===== src/rtl/iq_sched_pkg.sv =====
// Shared widths, types and helpers for the issue-queue scheduler.
// The typedefs describe the default configuration; modules derive their widths from their own parameters.
package iq_sched_pkg;

    localparam int IqDepth = 8;
    localparam int SbDepth = 32;
    localparam int IqAddr  = $clog2(IqDepth);
    localparam int SbAddr  = $clog2(SbDepth);

    typedef logic [IqAddr-1:0]  IqIdx_t;
    typedef logic [IqDepth-1:0] IqVec_t;
    typedef logic [SbAddr-1:0]  SbId_t;

    typedef struct packed {
        IqIdx_t idx;
        SbId_t  sb_id;
    } IqIssue_t;

    // almost_full threshold leaves room for two more dispatches in flight
    function automatic int afull_default(input int depth);
        return depth - 2;
    endfunction

endpackage


===== src/rtl/iq_sched_if.sv =====
// Dispatch, wakeup, issue and status signals of the issue-queue scheduler.
// The scheduler attaches through the slave modport; the dispatch/issue side uses master.
interface iq_sched_if
    import iq_sched_pkg::*;
#(
    parameter int IQ_DEPTH = IqDepth,
    parameter int SB_DEPTH = SbDepth
);

    localparam int IQ = $clog2(IQ_DEPTH);
    localparam int SB = $clog2(SB_DEPTH);

    logic                flush;
    logic                alloc_req;
    logic [SB-1:0]       alloc_sb_id;
    logic                alloc_ack;
    logic [IQ-1:0]       alloc_idx;
    logic [IQ_DEPTH-1:0] ready_vec;
    logic                issue_valid;
    logic [IQ-1:0]       issue_idx;
    logic [SB-1:0]       issue_sb_id;
    logic                issue_ready;
    logic [IQ:0]         occupancy;
    logic                full;
    logic                empty;
    logic                almost_full;

    modport slave (
        input  flush, alloc_req, alloc_sb_id, ready_vec, issue_ready,
        output alloc_ack, alloc_idx, issue_valid, issue_idx, issue_sb_id,
               occupancy, full, empty, almost_full
    );

    modport master (
        output flush, alloc_req, alloc_sb_id, ready_vec, issue_ready,
        input  alloc_ack, alloc_idx, issue_valid, issue_idx, issue_sb_id,
               occupancy, full, empty, almost_full
    );

endinterface


===== src/rtl/iq_age_matrix.sv =====
// Age matrix for the issue queue: age[i][j] set means entry j is older than entry i.
// Produces a one-hot of the oldest candidate among the supplied candidate vector.
module iq_age_matrix #(
    parameter int IQ_DEPTH = 8
) (
    input  logic                         clk,
    input  logic                         reset,
    input  logic                         clear,
    input  logic                         alloc_en,
    input  logic [$clog2(IQ_DEPTH)-1:0]  alloc_idx,
    input  logic [IQ_DEPTH-1:0]          valid,
    input  logic [IQ_DEPTH-1:0]          cand,
    output logic [IQ_DEPTH-1:0]          oldest
);

    logic [IQ_DEPTH-1:0] age_q [IQ_DEPTH];
    logic [IQ_DEPTH-1:0] alloc_oh;

    assign alloc_oh = IQ_DEPTH'(1) << alloc_idx;

    // New entry is younger than everything valid; nobody may consider it older than themselves.
    always_ff @(posedge clk or posedge reset) begin
        if (reset) begin
            for (int i = 0; i < IQ_DEPTH; i++) begin
                age_q[i] <= '0;
            end
        end else if (clear) begin
            for (int i = 0; i < IQ_DEPTH; i++) begin
                age_q[i] <= '0;
            end
        end else if (alloc_en) begin
            for (int i = 0; i < IQ_DEPTH; i++) begin
                if (alloc_oh[i]) begin
                    age_q[i] <= valid & ~alloc_oh;
                end else begin
                    age_q[i] <= age_q[i] & ~alloc_oh;
                end
            end
        end
    end

    always_comb begin
        oldest = '0;
        for (int i = 0; i < IQ_DEPTH; i++) begin
            oldest[i] = cand[i] & ~(|(cand & age_q[i]));
        end
    end

endmodule


===== src/rtl/iq_sched.sv =====
// Issue-queue allocation and oldest-ready select scheduler.
// Owns entry valid bits, carried scoreboard tags and occupancy; age ordering lives in iq_age_matrix.
module iq_sched
    import iq_sched_pkg::*;
#(
    parameter int IQ_DEPTH = IqDepth,
    parameter int SB_DEPTH = SbDepth,
    parameter int AFULL_TH = afull_default(IQ_DEPTH)
) (
    input logic       clk,
    input logic       reset,
    iq_sched_if.slave bus
);

    localparam int IQ    = $clog2(IQ_DEPTH);
    localparam int SB    = $clog2(SB_DEPTH);
    localparam int OCC_W = IQ + 1;

    logic [IQ_DEPTH-1:0] valid_q;
    logic [SB-1:0]       sb_q [IQ_DEPTH];
    logic [OCC_W-1:0]    occ_q;

    logic                full;
    logic                alloc_ack;
    logic [IQ-1:0]       free_idx;
    logic [IQ_DEPTH-1:0] cand;
    logic [IQ_DEPTH-1:0] oldest;
    logic [IQ-1:0]       win_idx;
    logic                issue_valid;
    logic                issue_fire;
    logic [IQ_DEPTH-1:0] alloc_mask;
    logic [IQ_DEPTH-1:0] issue_mask;

    // full comes from registered occupancy, so an entry freed this cycle is not bypassed to dispatch
    assign full      = (occ_q == OCC_W'(IQ_DEPTH));
    assign alloc_ack = bus.alloc_req & ~full & ~bus.flush;

    always_comb begin
        free_idx = '0;
        for (int i = IQ_DEPTH - 1; i >= 0; i--) begin
            if (!valid_q[i]) begin
                free_idx = IQ'(i);
            end
        end
    end

    assign cand = valid_q & bus.ready_vec;

    iq_age_matrix #(
        .IQ_DEPTH (IQ_DEPTH)
    ) u_age (
        .clk       (clk),
        .reset     (reset),
        .clear     (bus.flush),
        .alloc_en  (alloc_ack),
        .alloc_idx (free_idx),
        .valid     (valid_q),
        .cand      (cand),
        .oldest    (oldest)
    );

    always_comb begin
        win_idx = '0;
        for (int i = 0; i < IQ_DEPTH; i++) begin
            if (oldest[i]) begin
                win_idx = IQ'(i);
            end
        end
    end

    assign issue_valid = (|cand) & ~bus.flush;
    assign issue_fire  = issue_valid & bus.issue_ready;
    assign alloc_mask  = alloc_ack  ? (IQ_DEPTH'(1) << free_idx) : '0;
    assign issue_mask  = issue_fire ? (IQ_DEPTH'(1) << win_idx)  : '0;

    // Alloc and issue never target the same entry: one is free, the other is valid.
    always_ff @(posedge clk or posedge reset) begin
        if (reset) begin
            valid_q <= '0;
            occ_q   <= '0;
            for (int i = 0; i < IQ_DEPTH; i++) begin
                sb_q[i] <= '0;
            end
        end else if (bus.flush) begin
            valid_q <= '0;
            occ_q   <= '0;
        end else begin
            valid_q <= (valid_q & ~issue_mask) | alloc_mask;
            occ_q   <= occ_q + OCC_W'(alloc_ack) - OCC_W'(issue_fire);
            if (alloc_ack) begin
                sb_q[free_idx] <= bus.alloc_sb_id;
            end
        end
    end

    assign bus.alloc_ack   = alloc_ack;
    assign bus.alloc_idx   = free_idx;
    assign bus.issue_valid = issue_valid;
    assign bus.issue_idx   = win_idx;
    assign bus.issue_sb_id = sb_q[win_idx];
    assign bus.occupancy   = occ_q;
    assign bus.full        = full;
    assign bus.empty       = (occ_q == '0);
    assign bus.almost_full = (occ_q >= OCC_W'(AFULL_TH));

    a_occ_popcount: assert property (@(posedge clk) disable iff (reset)
        occ_q == OCC_W'($countones(valid_q)));

    a_no_alloc_full: assert property (@(posedge clk) disable iff (reset)
        !(alloc_ack && full));

    a_issue_is_valid: assert property (@(posedge clk) disable iff (reset)
        !issue_valid || valid_q[win_idx]);

    a_single_winner: assert property (@(posedge clk) disable iff (reset)
        $onehot0(oldest));

endmodule


===== src/flat_wrapper.sv =====
// flat-port wrapper written by rule: the top's interface ports become plain ports
module iq_sched_flat import iq_sched_pkg::*;
#(
    parameter int IQ_DEPTH = IqDepth,
    parameter int SB_DEPTH = SbDepth,
    parameter int AFULL_TH = afull_default(IQ_DEPTH)
)
  (clk, reset, bus_flush, bus_alloc_req, bus_alloc_sb_id, bus_ready_vec, bus_issue_ready, bus_alloc_ack, bus_alloc_idx, bus_issue_valid, bus_issue_idx, bus_issue_sb_id, bus_occupancy, bus_full, bus_empty, bus_almost_full);
  iq_sched_if #(.IQ_DEPTH(IQ_DEPTH), .SB_DEPTH(SB_DEPTH)) bus_i ();
  input logic clk;
  input logic reset;
  input wire logic [$bits(bus_i.flush)-1:0] bus_flush;
  input wire logic [$bits(bus_i.alloc_req)-1:0] bus_alloc_req;
  input wire logic [$bits(bus_i.alloc_sb_id)-1:0] bus_alloc_sb_id;
  input wire logic [$bits(bus_i.ready_vec)-1:0] bus_ready_vec;
  input wire logic [$bits(bus_i.issue_ready)-1:0] bus_issue_ready;
  output wire logic [$bits(bus_i.alloc_ack)-1:0] bus_alloc_ack;
  output wire logic [$bits(bus_i.alloc_idx)-1:0] bus_alloc_idx;
  output wire logic [$bits(bus_i.issue_valid)-1:0] bus_issue_valid;
  output wire logic [$bits(bus_i.issue_idx)-1:0] bus_issue_idx;
  output wire logic [$bits(bus_i.issue_sb_id)-1:0] bus_issue_sb_id;
  output wire logic [$bits(bus_i.occupancy)-1:0] bus_occupancy;
  output wire logic [$bits(bus_i.full)-1:0] bus_full;
  output wire logic [$bits(bus_i.empty)-1:0] bus_empty;
  output wire logic [$bits(bus_i.almost_full)-1:0] bus_almost_full;
  assign bus_i.flush = bus_flush;
  assign bus_i.alloc_req = bus_alloc_req;
  assign bus_i.alloc_sb_id = bus_alloc_sb_id;
  assign bus_i.ready_vec = bus_ready_vec;
  assign bus_i.issue_ready = bus_issue_ready;
  assign bus_alloc_ack = bus_i.alloc_ack;
  assign bus_alloc_idx = bus_i.alloc_idx;
  assign bus_issue_valid = bus_i.issue_valid;
  assign bus_issue_idx = bus_i.issue_idx;
  assign bus_issue_sb_id = bus_i.issue_sb_id;
  assign bus_occupancy = bus_i.occupancy;
  assign bus_full = bus_i.full;
  assign bus_empty = bus_i.empty;
  assign bus_almost_full = bus_i.almost_full;
  iq_sched #(.IQ_DEPTH(IQ_DEPTH), .SB_DEPTH(SB_DEPTH), .AFULL_TH(AFULL_TH)) u_core (.clk(clk), .reset(reset), .bus(bus_i));
endmodule

===== config.mk =====
export PLATFORM = sky130hd
export DESIGN_NAME = iq_sched_flat
export DESIGN_NICKNAME = d
export VERILOG_FILES = /design/src/rtl/iq_sched_pkg.sv /design/src/rtl/iq_sched_if.sv /design/src/rtl/iq_age_matrix.sv /design/src/rtl/iq_sched.sv /design/src/flat_wrapper.sv
export SDC_FILE = /design/constraint.sdc
export NUM_CORES = 1
export LEC_CHECK = 0
export ABC_AREA = 0
export CAP_MARGIN = 20
export CORE_ASPECT_RATIO = 0.8
export CORE_MARGIN = 5
export CORE_UTILIZATION = 50
export CTS_CLUSTER_SIZE = 16
export DETAILED_ROUTE_END_ITERATION = 7
export HOLD_SLACK_MARGIN = 0.02
export PLACE_DENSITY = 0.72
export SYNTH_ARGS = -nofsm -noshare
export SYNTH_HDL_FRONTEND = slang
export SYNTH_HIERARCHICAL = 1
export SYNTH_SLANG_ARGS = --single-unit

===== constraint.sdc =====
create_clock -name clk -period 4.85 [get_ports clk]
set_clock_uncertainty 0.15 [all_clocks]
set_input_delay 0.97 -clock clk [delete_from_list [all_inputs] [get_ports clk]]
set_output_delay 0.97 -clock clk [all_outputs]
set_load 0.01 [all_outputs]

**After elaboration in Yosys (flattened, before gate mapping)**

Index checks and enable logic that the tools add are counted.

- Add/subtract/negate cells: 2
- Magnitude comparators: 4
- Eq/ne operators: 1
- Shifts and indexed selects: 2
- Mux-type cells: 35
- Bitwise operators: 43
- Reduce and logical (&&, ||, !) cells: 12

Operator list:

| operator | number |
|---|---|
| $and A8 B8 Y8 | 18 |
| $mux W64 | 2 |
| $mux W8 | 11 |
| $reduce_or A8 Y1 | 8 |
| $bwmux W40 | 1 |
| $mux W3 | 12 |
| $not A8 Y8 | 2 |
| $shl A1 B3 Y8 const A | 2 |
| $bmux W5 S3 | 1 |
| $demux W5 S3 | 1 |
| $mux W5 | 3 |
| $and A1 B1 Y1 | 11 |
| $not A1 Y1 | 9 |
| $ge A4 B4 Y1 const B | 2 |
| $not A3 Y4 | 2 |
| $or A8 B8 Y8 | 1 |
| $add A4 B1 Y4 | 1 |
| $eq A4 B4 Y1 const B | 1 |
| $ge A4 B3 Y1 const B | 1 |
| $logic_not A4 Y1 | 1 |
| $lt A4 B1 Y1 const B | 1 |
| $mux W2 | 2 |
| $mux W4 | 1 |
| $sub A4 B1 Y4 | 1 |
| 4 further kinds | 4 |

- Bits in registers: 116
- Output and inout bits: 20
- Word-level logic and storage cells: 117

**Longest topological paths before layout**

- Word-level depth: 18
- Mapped depth: 13

**By module**

Netlist, hierarchy kept.

Modules (own cells, without submodules):

| module | times used | cells an instance | area an instance (µm²) |
|---|---|---|---|
| iq_age_matrix | 1 | 367 | 3405.8 |
| iq_sched | 1 | 257 | 2864.0 |

**Worst setup path before layout**

OpenSTA, ideal clock, no wires.

- Kind: in2out
- Start point: input port bus_ready_vec[4]
- End point: output port bus_issue_sb_id[3]
- Data arrival time: 3.036 ns
- Required time: 3.730 ns
- Path slack: 0.694 ns
- Stages: 11
- Path buffers: 1
- Path through: and2_1 -> clkbuf_1 -> a22oi_1 -> nand4b_1 -> nor2_1 -> or2_4 -> a21boi_4 -> inv_1 -> nor3_1 -> or3_1 -> a222oi_1

- Elaborated cells between the ends (all ways): 40
- Classes of those cells: mux: 10; bitwise: 23; reduce/logical: 7

RTL lines:

| element | RTL line | source |
|---|---|---|
| start: declaration | flat_wrapper.sv:15 | `input wire logic [$bits(bus_i.ready_vec)-1:0] bus_ready_vec;` |
| $and A8 B8 Y8 | iq_sched.sv:47 | `assign cand = valid_q & bus.ready_vec;` |
| $and A8 B8 Y8 | iq_age_matrix.sv:45 | `oldest[i] = cand[i] & ~(\|(cand & age_q[i]));` |
| $reduce_or A8 Y1 | iq_age_matrix.sv:45 |  |
| $not A1 Y1 | iq_age_matrix.sv:45 |  |
| $and A1 B1 Y1 | iq_age_matrix.sv:45 |  |
| via u_core.oldest[3] | iq_sched.sv:27 | `logic [IQ_DEPTH-1:0] oldest;` |
| $mux W2 | iq_sched.sv:65 | `if (oldest[i]) begin` |
| $mux W3 (4 in a row) | iq_sched.sv:65 |  |
| $not A3 Y4 (not written as such) | iq_sched.sv:100 | `assign bus.issue_sb_id = sb_q[win_idx];` |
| $bmux W5 S3 | iq_sched.sv:100 |  |
| $mux W5 (not written as such) (2 in a row) | iq_sched.sv:100 |  |
| end: declaration | flat_wrapper.sv:21 | `output wire logic [$bits(bus_i.issue_sb_id)-1:0] bus_issue_sb_id;` |

The timed path passes the listed nets, and every way through them passes these cells. The select of a mux whose other input is x is not followed.

**Final worst setup path**

- Start point: input port bus_ready_vec[5]
- End point: output port bus_issue_sb_id[4]

- Elaborated cells between the ends (all ways): 40
- Classes of those cells: mux: 10; bitwise: 23; reduce/logical: 7

RTL lines:

| element | RTL line | source |
|---|---|---|
| $and A8 B8 Y8 | iq_sched.sv:47 |  |
| via u_core.cand[5] | iq_sched.sv:26 | `logic [IQ_DEPTH-1:0] cand;` |
| $and A8 B8 Y8 | iq_age_matrix.sv:45 |  |
| $reduce_or A8 Y1 | iq_age_matrix.sv:45 |  |
| $not A1 Y1 | iq_age_matrix.sv:45 |  |
| $and A1 B1 Y1 | iq_age_matrix.sv:45 |  |
| via u_core.oldest[6] | iq_sched.sv:27 |  |
| $mux W3 (2 in a row) | iq_sched.sv:65 |  |
| $not A3 Y4 (not written as such) | iq_sched.sv:100 |  |
| $bmux W5 S3 | iq_sched.sv:100 |  |
| $mux W5 (not written as such) (2 in a row) | iq_sched.sv:100 |  |

The timed path passes the listed nets, and every way through them passes these cells. The select of a mux whose other input is x is not followed.

==> metrics.txt <==
share of post-route cells with drive strength above 1 19.44%; Final period util 98.66%; final WL 17980 um; initial core utilization 51.25%; Hold Path Class reg -> reg; CP Cell Sequence clkdlybuf4s50_1, and2_2, a22oi_1, nand2_1, nor2_1, buf_4, nor2_8, a21boi_4, inv_1, buf_4, mux2_2, o22ai_1, a211oi_1, dlygate4sd2_1; startpoint types primary input; HP Start u_core/sb_q[24]$_DFFE_PP0P_; filler instances 964; CTS H-tree lvls 3; status complete, no violations; Synth warnings 6; drc violations 0; PortBufs 37; Worst R2R Setup Slack 1950 ps; DR vias 5157; RSZ-0062 raised after global routing no; DRT Pass-1 Iters 6; CTS sink cnt 108; std cell rows 35; Layout Nets 669; Die Footprint 14090 um^2; max incr delay on CP 450 ps; P_leak 0.003103 uW; CP max-delay cell clkdlybuf4s50_1; clock latency on the worst-skew pair 350 ps; synthesis-to-finish area growth 17.53%; number of DRC markers in iteration 0 790; vias per cell 6.479; overall power 2338 uW; DIE HEIGHT 107.2 um; Cell Pwr Density 336.9 nW/um^2; storage element area 2703 um^2; Routed Antenna Nets 0; Mapped Cells 590; global-route wire length before repair 28590 um; multi-input gate area in the final layout 2932 um^2; clk root buf clkbuf_16; Total GRT Usage 25.61%; maximum fanout along the worst path 7; Least-Margin Pin Slew 911.8 ps; Crit. End Element output pin; vias in the first global route 5052; reg-to-reg endpoint u_core/u_age/age_q[18]$_DFFE_PP0P_; fin. max-slew vios 0; worst vdd ir 296.8 uV; net count after synthesis 616; cts bufs inserted 9; worst hold path depth 1; Reg-to-Reg Start u_core/valid_q[6]$_DFF_PP0_; DP HPWL 12640 um; largest net degree at the start of global routing 53; Netlist Area Pre-Place 5903 um^2; CORE AREA 11520 um^2; IO Pins 38; RePlAce Congestion 1.011; n_diodes 0; final worst hold slack 344.3 ps; worst reg-to-reg path cell count 8; Die W 131.5 um; max_slew headroom 39.12%; most numerous cell on the critical path buf_4; crit path DAT 3660 ps; WP data required 3730 ps; Avg Inst Size Synth 10.01 um^2; Final Cell Area 6938 um^2; DR WL/cell 22.58 um; CP Class in -> out; hold_buf cts 0; Max-cap violations 0; TritonCTS clock tree built; Hold Vio Cnt, Final 0; Clock Path Buffers 2; achievable frequency 209.0 MHz; setup violators final 0; Period minus WS final 4785 ps; clock-pin slew on the worst setup and hold paths 70 ps; WHS Endpoint u_core/sb_q[24]$_DFFE_PP0P_; placement-stage cell area 6580 um^2; initial antenna violation count 0; grt total ovfl 0
per-stage QoR:
stage               util [%]  setup slack [ps]  TNS (ps)  cells
finish                 60.24             65.14         0    796
global route           60.24             11.87         0    796
CTS                    59.78            -167.8    -267.7    795
detailed placement     57.13            -295.4     -1155    779
global placement       57.13            -291.3    -923.8    779
floorplan                  -             709.6         0    590
registers in the layout (all words and copies together), names as in the netlist:
name / flops
u_core/u_age/age_q: 56
u_core/sb_q: 40
u_core/valid_q: 8
u_core/bus.occupancy: 4
report_power, final:
| group | total [uW] | internal [uW] | switching [uW] |
|---|---|---|---|
| registers | 1020 | 972 | 45.3 |
| logic | 572 | 254 | 318 |
| clock network | 748 | 403 | 345 |
| total | 2340 | 1630 | 708 |
worst max-delay path, delay by kind of cell:
| kind | cells | cell delay, ps |
|---|---|---|
| buffers and inverters | 5 | 1200 |
| and+or+nand+nor | 4 | 550 |
| muxes | 1 | 330 |
| AOI/OAI and AO/OA | 4 | 610 |
cell usage in the layout, fill, tap and decap left out, types with 17 or more instances in the layout:
master / instances
buf_4: 43
o22ai_1: 17
nand3_1: 23
mux2_2: 27
nand2_1: 58
inv_1: 26
dfrtp_1: 108
clkdlybuf4s50_1: 31
a21oi_1: 32
a22oi_1: 28
o21ai_0: 24
per-layer routing:
layer  global-route usage (%)  share of wire, %  vias up
met2                    37.03                43      305
met5                        0                 0        -
li1                         -                 -     2270
met4                    5.947               1.7        0
met1                    39.02                45     2547
met3                    5.769                10       35
repair_timing:
item / CTS / global route
setup buffers: 0 / 0
gates resized for setup: 9 / 14
pin swaps: 0 / 2
gates cloned: 0 / 0
endpoints found under the setup margin: 5 / 5
hold endpoints to repair: 0 / 0
cell type report:
class                           instances  share of cell area, %
Clock inverter                          7                  1.082
Inverter                               29                  1.569
Timing Repair Buffer                   81                  10.23
Tap cell                              148                  2.669
Clock buffer                            9                  3.246
Multi-Input combinational cell        414                  42.25
Sequential cell                       108                  38.95
worst max-delay path by stage:
stage / startpoint / endpoint / slack [ps]
after floorplan: bus_ready_vec[4] / bus_issue_sb_id[3] / 710
after global placement: bus_ready_vec[4] / bus_issue_sb_id[0] / -290
after detailed placement: bus_ready_vec[1] / bus_issue_sb_id[0] / -300
after CTS: bus_ready_vec[4] / bus_issue_sb_id[0] / -170
after global routing: bus_ready_vec[3] / bus_issue_sb_id[4] / 10
final: bus_ready_vec[5] / bus_issue_sb_id[4] / 70
Note: power is estimated with default switching activity, not from simulation.
